File: config.mk
export PLATFORM = sky130hd
export DESIGN_NAME = ti_unmask_s4
export DESIGN_NICKNAME = d
export VERILOG_FILES = /design/src/rtl/ti_unmask_s4.sv
export SDC_FILE = /design/constraint.sdc
export NUM_CORES = 1
export LEC_CHECK = 0
export ABC_CLOCK_PERIOD_IN_PS = 2300
export CAP_MARGIN = 20
export CORE_MARGIN = 2
export CORE_UTILIZATION = 30
export CTS_CLUSTER_DIAMETER = 120
export DETAILED_ROUTE_END_ITERATION = 16
export DONT_BUFFER_PORTS = 1
export PLACE_DENSITY = 0.46
export SLEW_MARGIN = 20
export SYNTH_ARGS = -nofsm -noshare
export SYNTH_HDL_FRONTEND = slang
export SYNTH_SLANG_ARGS = --single-unit
File: constraint.sdc
create_clock -name clk -period 2.3 [get_ports clk]
set_clock_uncertainty 0.1 [all_clocks]
set_input_delay 0.69 -clock clk [delete_from_list [all_inputs] [get_ports clk]]
set_output_delay 0.69 -clock clk [all_outputs]
set_load 0.03 [all_outputs]
File: src/rtl/ti_unmask_s4.sv
// Two-stage recombination of three TI shares with a glitch-barrier register.
// Define TI_UNMASK_CNT_EN to add the done_cnt out-transfer counter.
module ti_unmask_s4 #(
   parameter int W = 4
) (
   input  logic           clk,
   input  logic           rst,
   input  logic           in_valid,
   output logic           in_ready,
   input  logic [3*W-1:0] in_sh,
   output logic           out_valid,
   input  logic           out_ready,
   output logic [W-1:0]   out,
   output logic           busy
`ifdef TI_UNMASK_CNT_EN
   ,
   output logic [15:0]    done_cnt
`endif
);

   logic           s1_valid;
   logic [3*W-1:0] s1_sh;
   logic           s1_adv;
   logic [W-1:0]   recomb;

   assign s1_adv   = !out_valid | out_ready;
   assign in_ready = !s1_valid | s1_adv;
   assign busy     = s1_valid | out_valid;

   // Recombine only from registered shares, never from in_sh directly.
   assign recomb = s1_sh[W-1:0] ^ s1_sh[2*W-1:W] ^ s1_sh[3*W-1:2*W];

   always_ff @(posedge clk) begin
      if (rst) begin
         s1_valid  <= 1'b0;
         s1_sh     <= '0;
         out_valid <= 1'b0;
         out       <= '0;
      end else begin
         if (in_ready) begin
            s1_valid <= in_valid;
         end
         if (in_valid && in_ready) begin
            s1_sh <= in_sh;
         end
         if (s1_adv) begin
            out_valid <= s1_valid;
            if (s1_valid) begin
               out <= recomb;
            end
         end
      end
   end

`ifdef TI_UNMASK_CNT_EN
   always_ff @(posedge clk) begin
      if (rst) begin
         done_cnt <= 16'h0000;
      end else if (out_valid && out_ready) begin
         done_cnt <= done_cnt + 16'h0001;
      end
   end
`endif

endmodule

# Word-level counts from Yosys, hierarchy flattened
# Index checks and enable logic that the tools add are counted.
dict set report word_totals {
  output_inout_bits 7
  mem_count 0
  input_bits 16
  elab_cells 13
  mem_bits_rw 0
  mem_bits_ro 0
  latch_bits 0
  reg_bits 18
}
dict set report op_classes {
  n_mux 0
  bitwise 5
  shifts 0
  order_cmp 0
  n_div 0
  n_addsub 0
  n_eq_ne 0
  reduce_logical 4
  n_mul 0
}
# op count
set ops {}
lappend ops {{4-bit bitwise XOR} 2}
lappend ops {{1-bit OR} 3}
lappend ops {{1-bit logical NOT} 2}
lappend ops {{2-bit AND reduction} 1}
lappend ops {{1-bit logical AND} 1}

# Logic depth before layout (Yosys ltp)
dict set report depth {
  word_depth 4
  mapped_depth 5
  mapped_depth_nobuf 4
}

# Least setup slack after synthesis
# No wires, ideal clock.
dict set report synth_timing {
  path_type {input-to-output}
  start {input port out_ready}
  end {output port in_ready}
  arrival_ps 1184
  required_ps 1510
  path_stages 3
  path_slack_ps 326
  n_path_buf 1
  path_cell_list {and3b_4 inv_2 buf_6}
}
dict set report synth_via {
  elab_chain_len 2
}
# element line
set synth_rtl {}
lappend synth_rtl {{from (decl)} 12} ;# input logic out_ready,
lappend synth_rtl {{1-bit OR} 26} ;# assign s1_adv = !out_valid | out_ready;
lappend synth_rtl {{1-bit OR} 27} ;# assign in_ready = !s1_valid | s1_adv;
lappend synth_rtl {{to (decl)} 9} ;# output logic in_ready,
# No other way between the ends.

# Final worst setup path
dict set report layout_timing {
  start {register out_valid}
  end {output port in_ready}
}
dict set report layout_via {
  elab_chain_len 3
}
# element line
set layout_rtl {}
lappend layout_rtl {{from (decl)} 11} ;# output logic out_valid,
lappend layout_rtl {{from (signal assigned)} 47} ;# out_valid <= s1_valid;
lappend layout_rtl {{1-bit logical NOT} 26}
lappend layout_rtl {{1-bit OR} 26}
lappend layout_rtl {{1-bit OR} 27}
# No other way between the ends.

==> qor.yml <==
run_status:
  outcome: "finished, final reports clean"
synthesis:
  synthArstFlopShare_pct: 0
  synth.net_count: 106
  yosysWarnings: 0
  syn_area_sq_um: 785.8
  synth-seq-cells: 18
  ys_top_cells_by_count: "dfxtp_1 (18), a21oi_1 (13), nand3_1 (12)"
  yosysMostFrequentCell: "dfxtp_1"
  syn_avg_cell_area_sq_um: 8.731
  yosysTopAreaCell: "dfxtp_1"
  synth_edf_count: 0
  synth_seq_area_share_pct: 45.86
  synth_top_area_share_pct: 45.86
  synthCells: 90
  ys_types: 17
  ys.flop_type: "dfxtp_1"
  synth_area_leaders: "dfxtp_1 (46%), a21oi_1 (8.3%), nand3_1 (7.6%)"
detailed_routing:
  ant_nets: 0
  drtIter0Drc: 11
  wl_per_cell_microns: 14.13
  num_vias: 599
  viasPerCell: 5.120
  dr.pass1.iters: 2
  routed_wirelength_microns: 1653
  drc_errors: 0
hold_path:
  hold_end: "s1_sh[11]"
  hold_path.startpoint: "rst"
  hold_class: "primary input to flop"
  holdPathStages: 1
power:
  p_leak_nw: 0.2943
  vdd_drop_max_uv: 298.1
  finalPower_w: 0.0005576
  power_per_cell_area_mw_per_mm2: 691.0
setup_path:
  cp-start-kind: "flop"
  cp_cell_sequence: "and3b_4, inv_2"
  r2r_slack_ns: 0.76
  rr_startpoint: "out_valid"
  reg2regPathDepth: 3
  cpPeakStageDelay_ns: 0.54
  critPathArrivalTime_ns: 1.25
  critPathTopFamily: "flip-flops"
  timing.critical_path.buf_inv: 1
  required_ns: 1.51
  critPathKind: "flop to output pin"
  critical-path-slowest-cell: "dfxtp_1"
  crit_fanout: 14
  timing.rr.end: "out[3]"
  end_kind: "output pin"
floorplan:
  dieArea_sq_mm: 0.003044
  start_util_pct: 31.72
  die_w_microns: 55.18
  die_h_microns: 55.18
  ios: 23
  row_count: 18
  coreArea_sq_mm: 0.002477
global_routing:
  antenna_found_initial: 0
  overflow: 0
  grt_pass1_wl_microns: 2546
  grtUsageTotal_pct: 12.61
  grt_pass1_vias: 550
  grt_max_degree: 23
clock_network:
  path_clk_slew_ns: 0.10
  clkLatencyLatePin_ns: 0.29
  cts_setup_buffers: 0
  cts_tree: "yes"
  cts_buffer_depth: 2
  hold_buffers: 0
  cts_buffers: 3
  htreeDepth: 1
  cts_sinks: 18
  cts_root_buf: "clkbuf_4"
  cts_resized: 0
placement:
  preCtsSetupSlack_ns: 0.3557
  gp_congestion: 0.6210
  io_buffer_count: 0
  place_hpwl_microns: 1120
  dp_cells: 114
sta:
  final.setup.tns_ns: 0
  grt_setup_unrepaired: "no"
  setup_ws_ns: 0.2605
  min_period_ns: 2.039
  period_share_pct: 88.67
  finalHoldViolCount: 0
  relSlewSlack_pct: 60.28
  tightest_slew_ns: 0.5946
  maxSlewViolCount: 0
  setup_viol: 0
  max_freq_mhz: 490.3
layout:
  fill_cells: 284
  area_growth_pct: 2.707
  fin_cells: 117
  diodes: 0
  final_layout_size_suffix_gt1_share_pct: 8.046
  nNetsFinal: 105
job:
  cap_violations: 0
==> registers in the layout, indices dropped and copies added, names as in the netlist <==
register and flops:
out 4, s1_sh 12, s1_valid 1, out_valid 1
==> power by group <==
group / switching (W) / internal (W) / leakage [nW] / total [W]
Combinational: 0.0000290 / 0.0000257 / 0.132 / 0.0000547
Clock: 0.0000918 / 0.0000608 / 0.0138 / 0.000153
Sequential: 0.0000207 / 0.000330 / 0.148 / 0.000350
Total: 0.000142 / 0.000416 / 0.294 / 0.000558
==> through the flow <==
| step | utilization, % | instance area [sq um] | hold slack (ns) |
|---|---|---|---|
| after global placement | 31.67 | 784.5 | 0.3700 |
| after floorplan | - | 785.8 | 0.3655 |
| final | 32.58 | 807.0 | 0.3589 |
| after global routing | 32.58 | 807.0 | 0.3228 |
| after CTS | 32.58 | 807.0 | 0.3378 |
| after detailed placement | 31.67 | 784.5 | 0.3731 |
==> metal layers <==
metal	track usage, %	vias to the layer above	part of all wire [%]
met5	0	-	0
met4	3.659	0	0.73
met3	5.645	2	5.7
met2	19.25	17	47
met1	16.01	269	46
li1	-	311	-
==> layout make-up <==
cell class,count,area [sq um],share of cell area [%]
clock buffer,3,22.52,2.791
multi-input combinational,62,367.9,45.58
sequential,18,360.3,44.65
inverter,3,11.26,1.395
timing repair buffer,1,7.507,0.9302
tap,30,37.54,4.651
==> worst max path at each step <==
| stage | start | to | slack, ns | depth (start not counted) |
|---|---|---|---|---|
| 6_report | out_valid | in_ready | 0.26 | 2 |
| 5_1_grt | out_valid | in_ready | 0.16 | 2 |
| 3_3_place_gp | out_ready | in_ready | 0.36 | 2 |
| 3_5_place_dp | out_ready | in_ready | 0.36 | 2 |
| 2_1_floorplan | out_ready | in_ready | 0.33 | 3 |
| 4_1_cts | out_valid | in_ready | 0.23 | 2 |
==> cell families (layout without fill, tap and decap cells) <==
family          after synthesis  after routing  share of synthesized area, %
flops                        18             18                         45.86
buf+inv                      10              7                         7.324
xor+xnor                      8              8                         8.916
simple gates                 21             21                         14.97
compound gates               33             33                         22.93
==> layout by cell type, fill, tap and decap left out, types with 2 or more instances in the layout <==
| master | instances |
|---|---|
| dfxtp_1 | 18 |
| a21oi_1 | 13 |
| nand3_1 | 12 |
| o21ai_0 | 10 |
| o21ai_1 | 6 |
| nor2b_1 | 5 |
| xor2_1 | 4 |
| xnor2_1 | 4 |
| o41ai_1 | 4 |
| clkbuf_4 | 3 |
| inv_1 | 2 |
| nor2_1 | 2 |
Power figures use the tool's default switching activity.
